[src/rtl/ram_arbiter.sv]
`default_nettype none
// ============================================================================
// Module   : ram_arbiter
// Purpose  : Two-master arbiter/sequencer for a single-port data RAM.
//            M0 (load/store unit) has priority. M1 (debug/loader) has
//            starvation protection and a bounded burst lock.
// Revision : 1.0 - initial release
// ============================================================================
module ram_arbiter #(
    parameter int STARVE_LIMIT = 8,
    parameter int LOCK_MAX     = 16
) (
    input  logic        clk_100MHz,
    input  logic        arst_n,

    input  logic        m0_req_i,
    input  logic        m0_we_i,
    input  logic [31:0] m0_addr_i,
    input  logic [31:0] m0_wdata_i,
    output logic        m0_gnt_o,
    output logic        m0_rvalid_o,
    output logic [31:0] m0_rdata_o,
    output logic        m0_err_o,

    input  logic        m1_req_i,
    input  logic        m1_we_i,
    input  logic [31:0] m1_addr_i,
    input  logic [31:0] m1_wdata_i,
    input  logic        m1_lock_i,
    output logic        m1_gnt_o,
    output logic        m1_rvalid_o,
    output logic [31:0] m1_rdata_o,
    output logic        m1_err_o,

    output logic        ram_r_ena_o,
    output logic [31:0] ram_r_addr_o,
    input  logic [31:0] ram_r_data_i,
    output logic        ram_w_ena_o,
    output logic [31:0] ram_w_addr_o,
    output logic [31:0] ram_w_data_o
);

    localparam int c_STARVE_W = $clog2(STARVE_LIMIT + 1);
    localparam int c_LOCK_W   = $clog2(LOCK_MAX + 1);

    typedef enum logic [0:0] {
        ST_ARB     = 1'b0,
        ST_M1_LOCK = 1'b1
    } state_t;

    state_t                r_state;
    state_t                w_state_nxt;
    logic [c_STARVE_W-1:0] r_starve_cnt;
    logic [c_STARVE_W-1:0] w_starve_nxt;
    logic [c_LOCK_W-1:0]   r_lock_cnt;
    logic [c_LOCK_W-1:0]   w_lock_nxt;
    logic [c_LOCK_W-1:0]   w_lock_inc;

    logic                  w_starved;
    logic                  w_gnt0;
    logic                  w_gnt1;
    logic                  w_any_gnt;
    logic                  w_sel_we;
    logic [31:0]           w_sel_addr;
    logic [31:0]           w_sel_wdata;
    logic                  w_misal;
    logic                  w_rd_issue;
    logic                  w_wr_issue;

    logic                  r_m0_rvalid;
    logic                  r_m1_rvalid;
    logic                  r_m0_err;
    logic                  r_m1_err;
    logic [31:0]           r_m0_rdata;
    logic [31:0]           r_m1_rdata;
    logic [31:0]           r_waddr;
    logic [31:0]           r_wdata;

    assign w_starved  = (r_starve_cnt == c_STARVE_W'(STARVE_LIMIT));
    assign w_lock_inc = r_lock_cnt + c_LOCK_W'(1);

    always_ff @(posedge clk_100MHz or negedge arst_n) begin
        if (!arst_n) begin
            r_state      <= ST_ARB;
            r_starve_cnt <= '0;
            r_lock_cnt   <= '0;
        end else begin
            r_state      <= w_state_nxt;
            r_starve_cnt <= w_starve_nxt;
            r_lock_cnt   <= w_lock_nxt;
        end
    end

    // Grants are suppressed while reset is asserted so no RAM access leaks out.
    always_comb begin
        w_state_nxt = r_state;
        w_lock_nxt  = r_lock_cnt;
        w_gnt0      = 1'b0;
        w_gnt1      = 1'b0;
        if (arst_n) begin
            case (r_state)
                ST_ARB: begin
                    if (m0_req_i && !(w_starved && m1_req_i)) begin
                        w_gnt0 = 1'b1;
                    end else if (m1_req_i) begin
                        w_gnt1 = 1'b1;
                        if (m1_lock_i && (LOCK_MAX > 1)) begin
                            w_state_nxt = ST_M1_LOCK;
                            w_lock_nxt  = c_LOCK_W'(1);
                        end
                    end
                end
                ST_M1_LOCK: begin
                    if (!m1_req_i) begin
                        w_state_nxt = ST_ARB;
                        w_lock_nxt  = '0;
                    end else begin
                        w_gnt1     = 1'b1;
                        w_lock_nxt = w_lock_inc;
                        if (!m1_lock_i || (w_lock_inc == c_LOCK_W'(LOCK_MAX))) begin
                            w_state_nxt = ST_ARB;
                            w_lock_nxt  = '0;
                        end
                    end
                end
                default: begin
                    w_state_nxt = ST_ARB;
                    w_lock_nxt  = '0;
                end
            endcase
        end
    end

    always_comb begin
        w_starve_nxt = r_starve_cnt;
        if (!m1_req_i || w_gnt1) begin
            w_starve_nxt = '0;
        end else if (!w_starved) begin
            w_starve_nxt = r_starve_cnt + c_STARVE_W'(1);
        end
    end

    assign w_any_gnt   = w_gnt0 | w_gnt1;
    assign w_sel_we    = w_gnt1 ? m1_we_i    : m0_we_i;
    assign w_sel_addr  = w_gnt1 ? m1_addr_i  : m0_addr_i;
    assign w_sel_wdata = w_gnt1 ? m1_wdata_i : m0_wdata_i;
    assign w_misal     = (w_sel_addr[1:0] != 2'b00);
    assign w_rd_issue  = w_any_gnt & ~w_sel_we & ~w_misal;
    assign w_wr_issue  = w_any_gnt &  w_sel_we & ~w_misal;

    // Responses are registered one cycle after grant; idle cycles return zero data.
    always_ff @(posedge clk_100MHz or negedge arst_n) begin
        if (!arst_n) begin
            r_m0_rvalid <= 1'b0;
            r_m1_rvalid <= 1'b0;
            r_m0_err    <= 1'b0;
            r_m1_err    <= 1'b0;
            r_m0_rdata  <= '0;
            r_m1_rdata  <= '0;
            r_waddr     <= '0;
            r_wdata     <= '0;
        end else begin
            r_m0_rvalid <= w_gnt0;
            r_m1_rvalid <= w_gnt1;
            r_m0_err    <= w_gnt0 & w_misal;
            r_m1_err    <= w_gnt1 & w_misal;
            r_m0_rdata  <= (w_gnt0 && w_rd_issue) ? ram_r_data_i : 32'h0;
            r_m1_rdata  <= (w_gnt1 && w_rd_issue) ? ram_r_data_i : 32'h0;
            if (w_wr_issue) begin
                r_waddr <= w_sel_addr;
                r_wdata <= w_sel_wdata;
            end
        end
    end

    assign m0_gnt_o     = w_gnt0;
    assign m1_gnt_o     = w_gnt1;
    assign m0_rvalid_o  = r_m0_rvalid;
    assign m1_rvalid_o  = r_m1_rvalid;
    assign m0_err_o     = r_m0_err;
    assign m1_err_o     = r_m1_err;
    assign m0_rdata_o   = r_m0_rdata;
    assign m1_rdata_o   = r_m1_rdata;

    assign ram_r_ena_o  = w_rd_issue;
    assign ram_r_addr_o = w_rd_issue ? w_sel_addr : 32'h0;
    // The write bus holds the last issued write; re-presenting it is harmless.
    assign ram_w_ena_o  = w_wr_issue;
    assign ram_w_addr_o = w_wr_issue ? w_sel_addr  : r_waddr;
    assign ram_w_data_o = w_wr_issue ? w_sel_wdata : r_wdata;

endmodule
`default_nettype wire

[config.mk]
export PLATFORM = sky130hd
export DESIGN_NAME = ram_arbiter
export DESIGN_NICKNAME = d
export VERILOG_FILES = /design/src/rtl/ram_arbiter.sv
export SDC_FILE = /design/constraint.sdc
export NUM_CORES = 1
export LEC_CHECK = 0
export ABC_AREA = 1
export CORE_MARGIN = 2
export CORE_UTILIZATION = 35
export DETAILED_ROUTE_END_ITERATION = 6
export PLACE_DENSITY = 0.75
export SLEW_MARGIN = 20
export SYNTH_ARGS = -nofsm -noshare
export SYNTH_HDL_FRONTEND = slang
export SYNTH_SLANG_ARGS = --single-unit
[constraint.sdc]
create_clock -name clk_100MHz -period 2.09 [get_ports clk_100MHz]
set_clock_uncertainty 0.1 [all_clocks]
set_input_delay 0.3135 -clock clk_100MHz [delete_from_list [all_inputs] [get_ports clk_100MHz]]
set_output_delay 0.3135 -clock clk_100MHz [all_outputs]
set_load 0.01 [all_outputs]
# ---- Word level (Yosys, flattened, before mapping)
# Index checks and enable logic that the tools add are counted.
dict set report op_classes {
  muxes 29
  n_reduce_logical 11
  n_eq_ne 6
  n_addsub 2
  bitwise 10
}
# op count
set op_table {}
lappend op_table {{32-bit 2-to-1 mux} 7}
lappend op_table {{5-bit 2-to-1 mux} 5}
lappend op_table {{1-bit 2-to-1 mux} 12}
lappend op_table {{5-bit one-hot mux with 2 select lines} 1}
lappend op_table {{4-bit 2-to-1 mux} 2}
lappend op_table {{1-bit AND} 6}
lappend op_table {{2-bit != test (second input constant)} 3}
lappend op_table {{5-bit by 1-bit adder with 5-bit output (second input constant)} 1}
lappend op_table {{5-bit == test (second input constant)} 1}
lappend op_table {{4-bit by 1-bit adder with 4-bit output (second input constant)} 1}
lappend op_table {{4-bit == test (second input constant)} 1}
lappend op_table {{1-bit logical AND} 4}
lappend op_table {{1-bit one-hot mux with 2 select lines} 2}
lappend op_table {{4-bit AND reduction} 1}
lappend op_table {{1-bit logical NOT} 3}
lappend op_table {{1-bit inverter} 3}
lappend op_table {{1-bit logical OR} 2}
lappend op_table {{2-bit by 1-bit != test with 1-bit output (second input constant)} 1}
lappend op_table {{2-bit nonzero test} 1}
lappend op_table {{1-bit bitwise OR} 1}
dict set report word_totals {
  out_inout_bits 168
  elab_cells 69
  ff_bits 142
  input_bits 167
}

# ---- Longest topological paths before layout
dict set report depth {
  depth_word 13
  mapped_depth 12
  ltp_nobuf 10
}

# ---- Worst setup path after synthesis
# Ideal clock, no wire load.
dict set report synth_path {
  kind {register -> output}
  from {reg r_starve_cnt[0]}
  to {out ram_r_addr_o[12]}
  stages_incl_launch_ff 11
  n_path_buf 1
  t_required_ns 1.676
  arrival_time_ns 1.797
  path_slack_ns -0.120
  path_cell_list {dfrtp_1 inv_1 ha_1 nand4_2 nand3_4 nand2_2 nand2_1 nand2_1 nand2_1 clkbuf_1 nor3b_1}
}
dict set report synth_between {
  elab_chain_len 12
  elab_cells_between_ends 19
  cone_classes {eq/ne (1); mux (9); bitwise (5); reduce/logical (4)}
}
# element line_no
set synth_rtl {}
lappend synth_rtl {{from (decl)} 53} ;# logic [c_STARVE_W-1:0] r_starve_cnt;
lappend synth_rtl {{from (signal assigned)} 89} ;# r_starve_cnt <= w_starve_nxt;
lappend synth_rtl {{4-bit == test *} 79} ;# assign w_starved = (r_starve_cnt == c_STARVE_W'(STARVE_LIMIT));
lappend synth_rtl {{1-bit logical AND *} 103} ;# if (m0_req_i && !(w_starved && m1_req_i)) begin
lappend synth_rtl {{1-bit logical NOT *} 103}
lappend synth_rtl {{1-bit logical AND *} 103}
lappend synth_rtl {{1-bit 2-to-1 mux} 103}
lappend synth_rtl {{1-bit one-hot mux with 2 select lines} 101} ;# case (r_state)
lappend synth_rtl {{1-bit 2-to-1 mux} 100} ;# if (arst_n) begin
lappend synth_rtl {{1-bit 2-to-1 mux or 32-bit 2-to-1 mux (tied branches)} {144, 145}}
lappend synth_rtl {{1-bit inverter or 2-bit nonzero test (tied branches)} {148, 147}}
lappend synth_rtl {{1-bit AND or 1-bit inverter (tied branches)} 148} ;# assign w_rd_issue = w_any_gnt & ~w_sel_we & ~w_misal;
lappend synth_rtl {{1-bit AND} 148}
lappend synth_rtl {{32-bit 2-to-1 mux *} 186} ;# assign ram_r_addr_o = w_rd_issue ? w_sel_addr : 32'h0;
lappend synth_rtl {{to (decl)} 36} ;# output logic [31:0] ram_r_addr_o,
# Mark *: on every way between the ends. The rest lies on a longest branch, timed or not.

# ---- Worst setup path in the final report
dict set report layout_path {
  from {reg r_starve_cnt[0]}
  to {out ram_w_data_o[1]}
}
dict set report layout_between {
  elab_chain_len 12
  elab_cells_between_ends 19
  cone_classes {eq/ne (1); mux (10); bitwise (4); reduce/logical (4)}
}
# element line_no
set layout_rtl {}
lappend layout_rtl {{4-bit == test *} 79}
lappend layout_rtl {{1-bit logical AND *} 103}
lappend layout_rtl {{1-bit logical NOT *} 103}
lappend layout_rtl {{1-bit logical AND *} 103}
lappend layout_rtl {{1-bit 2-to-1 mux} 103}
lappend layout_rtl {{1-bit one-hot mux with 2 select lines} 101}
lappend layout_rtl {{1-bit 2-to-1 mux} 100}
lappend layout_rtl {{32-bit 2-to-1 mux} 145} ;# assign w_sel_addr = w_gnt1 ? m1_addr_i : m0_addr_i;
lappend layout_rtl {{2-bit nonzero test} 147} ;# assign w_misal = (w_sel_addr[1:0] != 2'b00);
lappend layout_rtl {{1-bit inverter} 149} ;# assign w_wr_issue = w_any_gnt & w_sel_we & ~w_misal;
lappend layout_rtl {{1-bit AND} 149}
lappend layout_rtl {{32-bit 2-to-1 mux *} 190} ;# assign ram_w_data_o = w_wr_issue ? w_sel_wdata : r_wdata;
lappend layout_rtl {{to (decl)} 40} ;# output logic [31:0] ram_w_data_o
# Marks and branches as above.

==> reports/qor.csv <==
stage,metric,value,unit
outcome,status,"complete, but fails checks",
outcome,failing checks,setup timing,
clock_network,CTS tree,yes,
worst_setup_path,worst reg-to-reg setup slack,-710,ps
clock_network,Root Buffer,clkbuf_16,
run,max-cap violation count,0,
global_route,antenna violations before repair,1,
sta,crit path time final,2873,ps
routing,via/cell ratio,4.769,
synth,top post-synthesis cells by area,"dfrtp_1, nand2_1, nand3_1",
finish,Fillers,1320,
floorplan,chip height,139.3,µm
synth,"area leader, netlist",dfrtp_1,
finish,P&R area growth vs syn,97.97,%
pwr,Switch Pwr,3.141,mW
worst_setup_path,Worst Setup Start Kind,register,
sta,fmax,348.1,MHz
placed_design,pre-CTS WS,-959.1,ps
synth,Post-Synth Simple-Gate Area,35.43,%
pwr,clock power share,30.1,%
clock_network,"Reg clk slew, reported paths",60,ps
sta,period utilization,137.5,%
sta,slack of the critical path,-782.8,ps
finish,fin cells,1500,
synth,syn avg cell area,8.165,µm²
placed_design,port bufs,332,
routing,Avg WL per Cell,18.18,µm
worst_setup_path,CP max FO,7,
global_route,largest net degree at the start of global routing,79,
routing,final WL,27.26,mm
worst_setup_path,WS Path Type,reg2out,
pwr,switch share,30.64,%
synth,"flops & latches, synth",142,
routing,highest layer used for signal routing,met4,
synth,Synth top area share,55.44,%
synth,"FFs w/ async S/R, synth",100.0,%
finish,post-route cell area,12690,µm²
floorplan,die width,139.3,µm
placed_design,Post-Place Cells,1388,
global_route,vias in the first global route,7182,
routing,Final ANT Viol Nets,0,
worst_setup_path,WP data arrival,2460,ps
synth,post-synthesis xor/xnor area fraction,0.5466,%
synth,Yosys cell types,29,
min_path,min-delay worst type,in2async,
sta,worst hold slack,107.2,ps
finish,fraction of layout cells with a size suffix above 1,32.52,%
floorplan,die area,19410,µm²
clock_network,Worst-Skew Late Latency,410,ps
synth,Synth Cell Area,6410,µm²
pwr,total power,10.25,mW
sta,Max Slew Vio Count,0,
placed_design,Post-DP Area,10750,µm²
synth,largest family of logic cells by synthesized area,simple AND/OR/NAND/NOR gates,
routing,Vias,7154,
pwr,VDD IR max,581.3,µV
sta,final setup fails,158,
clock_network,H-tree Lvls,4,
pwr,Lkg Pwr,6.490,nW
floorplan,Ports,335,
placed_design,routability cong.,0.7857,
clock_network,# clock sinks,142,
pwr,sequential share of power,32.9,%
pwr,Internal,7.109,mW
global_route,GRT Total Usage,25.58,%
synth,Post-Syn Instances,785,
routing,DRT Pass-1 Iters,6,
sta,Final Hold Fails,0,
pwr,Power Density,807.8,nW/µm²
routing,metal3 WL,2.055,mm
synth,post-synthesis compound-gate area fraction,0.7222,%
floorplan,core area,17960,µm²
worst_setup_path,Worst Setup End Kind,output pin,
synth,mux contribution to synthesized area,0,%
pwr,Combinational Power Share,37.0,%
finish,nets@finish,1427,
worst_setup_path,Critical Path RT,1680,ps
sta,RSZ-0062 raised after global routing,true,
finish,Final Util,70.64,%
synth,Post-synth EDFFs,0,
routing,Met2 Wirelength,14.06,mm
synth,sequential area share after synthesis,55.44,%
floorplan,Initial Utilization,35.68,%
synth,adder-cell share of the synthesized area,0.5856,%
routing,DR iter-0 viols,339,
global_route,first-pass GRT wire length,38.70,mm
sta,Setup TNS,-73670,ps
routing,met1 wire length,10.41,mm
global_route,GRT overflow,0,
clock_network,clk buf depth,2,
synth,most numerous cell in the Yosys netlist,nand2_1,
synth,commonest cells in the netlist,"nand2_1, dfrtp_1, nor2_1, nand3_1, inv_1",
synth,ys flop type,dfrtp_1,
floorplan,site row count,49,
synth,Syn. warnings,0,
placed_design,hpwl dp,15.82,mm
sta,Worst Max-Slew Pin Slew,857.4,ps
routing,DRC,0,
sta,Worst slew margin,42.84,%
clock_network,TritonCTS buffer count,17,
-- power groups by stage --
stage | Sequential [mW] | Combinational, mW | Clock, mW
after global routing | 3.40 | 4.05 | 3.27
after global placement | 3.38 | 3.10 | 0
final | 3.37 | 3.79 | 3.09
after floorplan | 3.37 | 1.18 | 0
after detailed placement | 3.39 | 3.13 | 0
after CTS | 3.35 | 3.41 | 3.14
-- final timing paths --
check / startpoint / end / cells after the start
max reg2reg: r_starve_cnt[0]$_DFFE_PN0P_ / r_waddr[25]$_DFF_PN0_ / 19
min: arst_n / r_wdata[25]$_DFF_PN0_ / 3
max: r_starve_cnt[0]$_DFFE_PN0P_ / ram_w_data_o[1] / 16
min in group clk_100MHz: ram_r_data_i[25] / m1_rdata_o[25]$_DFF_PN0_ / 3
max in group asynchronous: arst_n / m1_rdata_o[17]$_DFF_PN0_ / 3
min reg2reg: r_wdata[26]$_DFF_PN0_ / r_wdata[26]$_DFF_PN0_ / 2
-- worst max-delay path, stage by stage (launching register included) --
cell and delay (ps):
dfrtp_1 390, inv_2 90, ha_4 150, nand4_4 90, nand3_4 110, buf_12 120, nand2_8 90, nand2_4 90
nand2_4 50, nor2_4 140, buf_6 140, buf_12 110, buf_16 130, buf_6 100, nand3_2 60, nand2_2 90
buf_6 100
-- layout by cell type, fill, tap and decap left out, drive strengths merged, types with 3 or more instances in the layout --
| cell type | count |
|---|---|
| nand2 | 344 |
| a21oi | 4 |
| nand4 | 4 |
| o21ai | 3 |
| clkdlybuf4s50 | 233 |
| nand3b | 3 |
| clkdlybuf4s15 | 5 |
| dfrtp | 142 |
| nor2 | 74 |
| ha | 3 |
| buf | 240 |
| clkbuf | 37 |
| nor3b | 30 |
| nand3 | 72 |
| inv | 57 |
-- layout make-up --
type                    count  area [µm²]  share of cell area, %
repair buffers            499        5065                  39.91
flip-flops and latches    142        3553                  28.00
multi-input cells         546        2979                  23.48
clock buffers              20       456.7                  3.599
well taps                 229       286.5                  2.258
inverters                  51       198.9                  1.568
clock inverters            12       147.6                  1.163
diodes                      1       2.502                0.01972
-- logic make-up after synthesis --
| family | Yosys count |
|---|---|
| other | 1 |
| adder cells (fa/ha/maj) | 3 |
| AND/OR/NAND/NOR | 529 |
| XOR/XNOR | 4 |
| flip-flops | 142 |
| buffers and inverters | 98 |
| AO/OA/AOI/OAI | 8 |
-- layer usage --
layer	global-route usage, %	vias to the layer above
li1	-	3373
met1	30.19	3420
met2	45.38	312
met3	6.882	49
met4	8.081	0
met5	0	-
-- what timing repair did --
action	in CTS	in global routing
endpoints found under the setup margin	105	174
buffers inserted	45	13
hold endpoints to repair	0	8
gates cloned	12	9
gates resized for setup	434	122
hold buffers	0	1
pin swaps	17	20
-- flip-flops by register name (all words and copies together) (netlist names) --
| signal | flops |
|---|---|
| r_lock_cnt | 5 |
| r_waddr | 32 |
| m1_rdata_o | 32 |
| m0_err_o | 1 |
| r_wdata | 32 |
| m0_rvalid_o | 1 |
| m1_rvalid_o | 1 |
| r_starve_cnt | 4 |
| m0_rdata_o | 32 |
| r_state | 1 |
| m1_err_o | 1 |
Power figures use the tool's default switching activity.
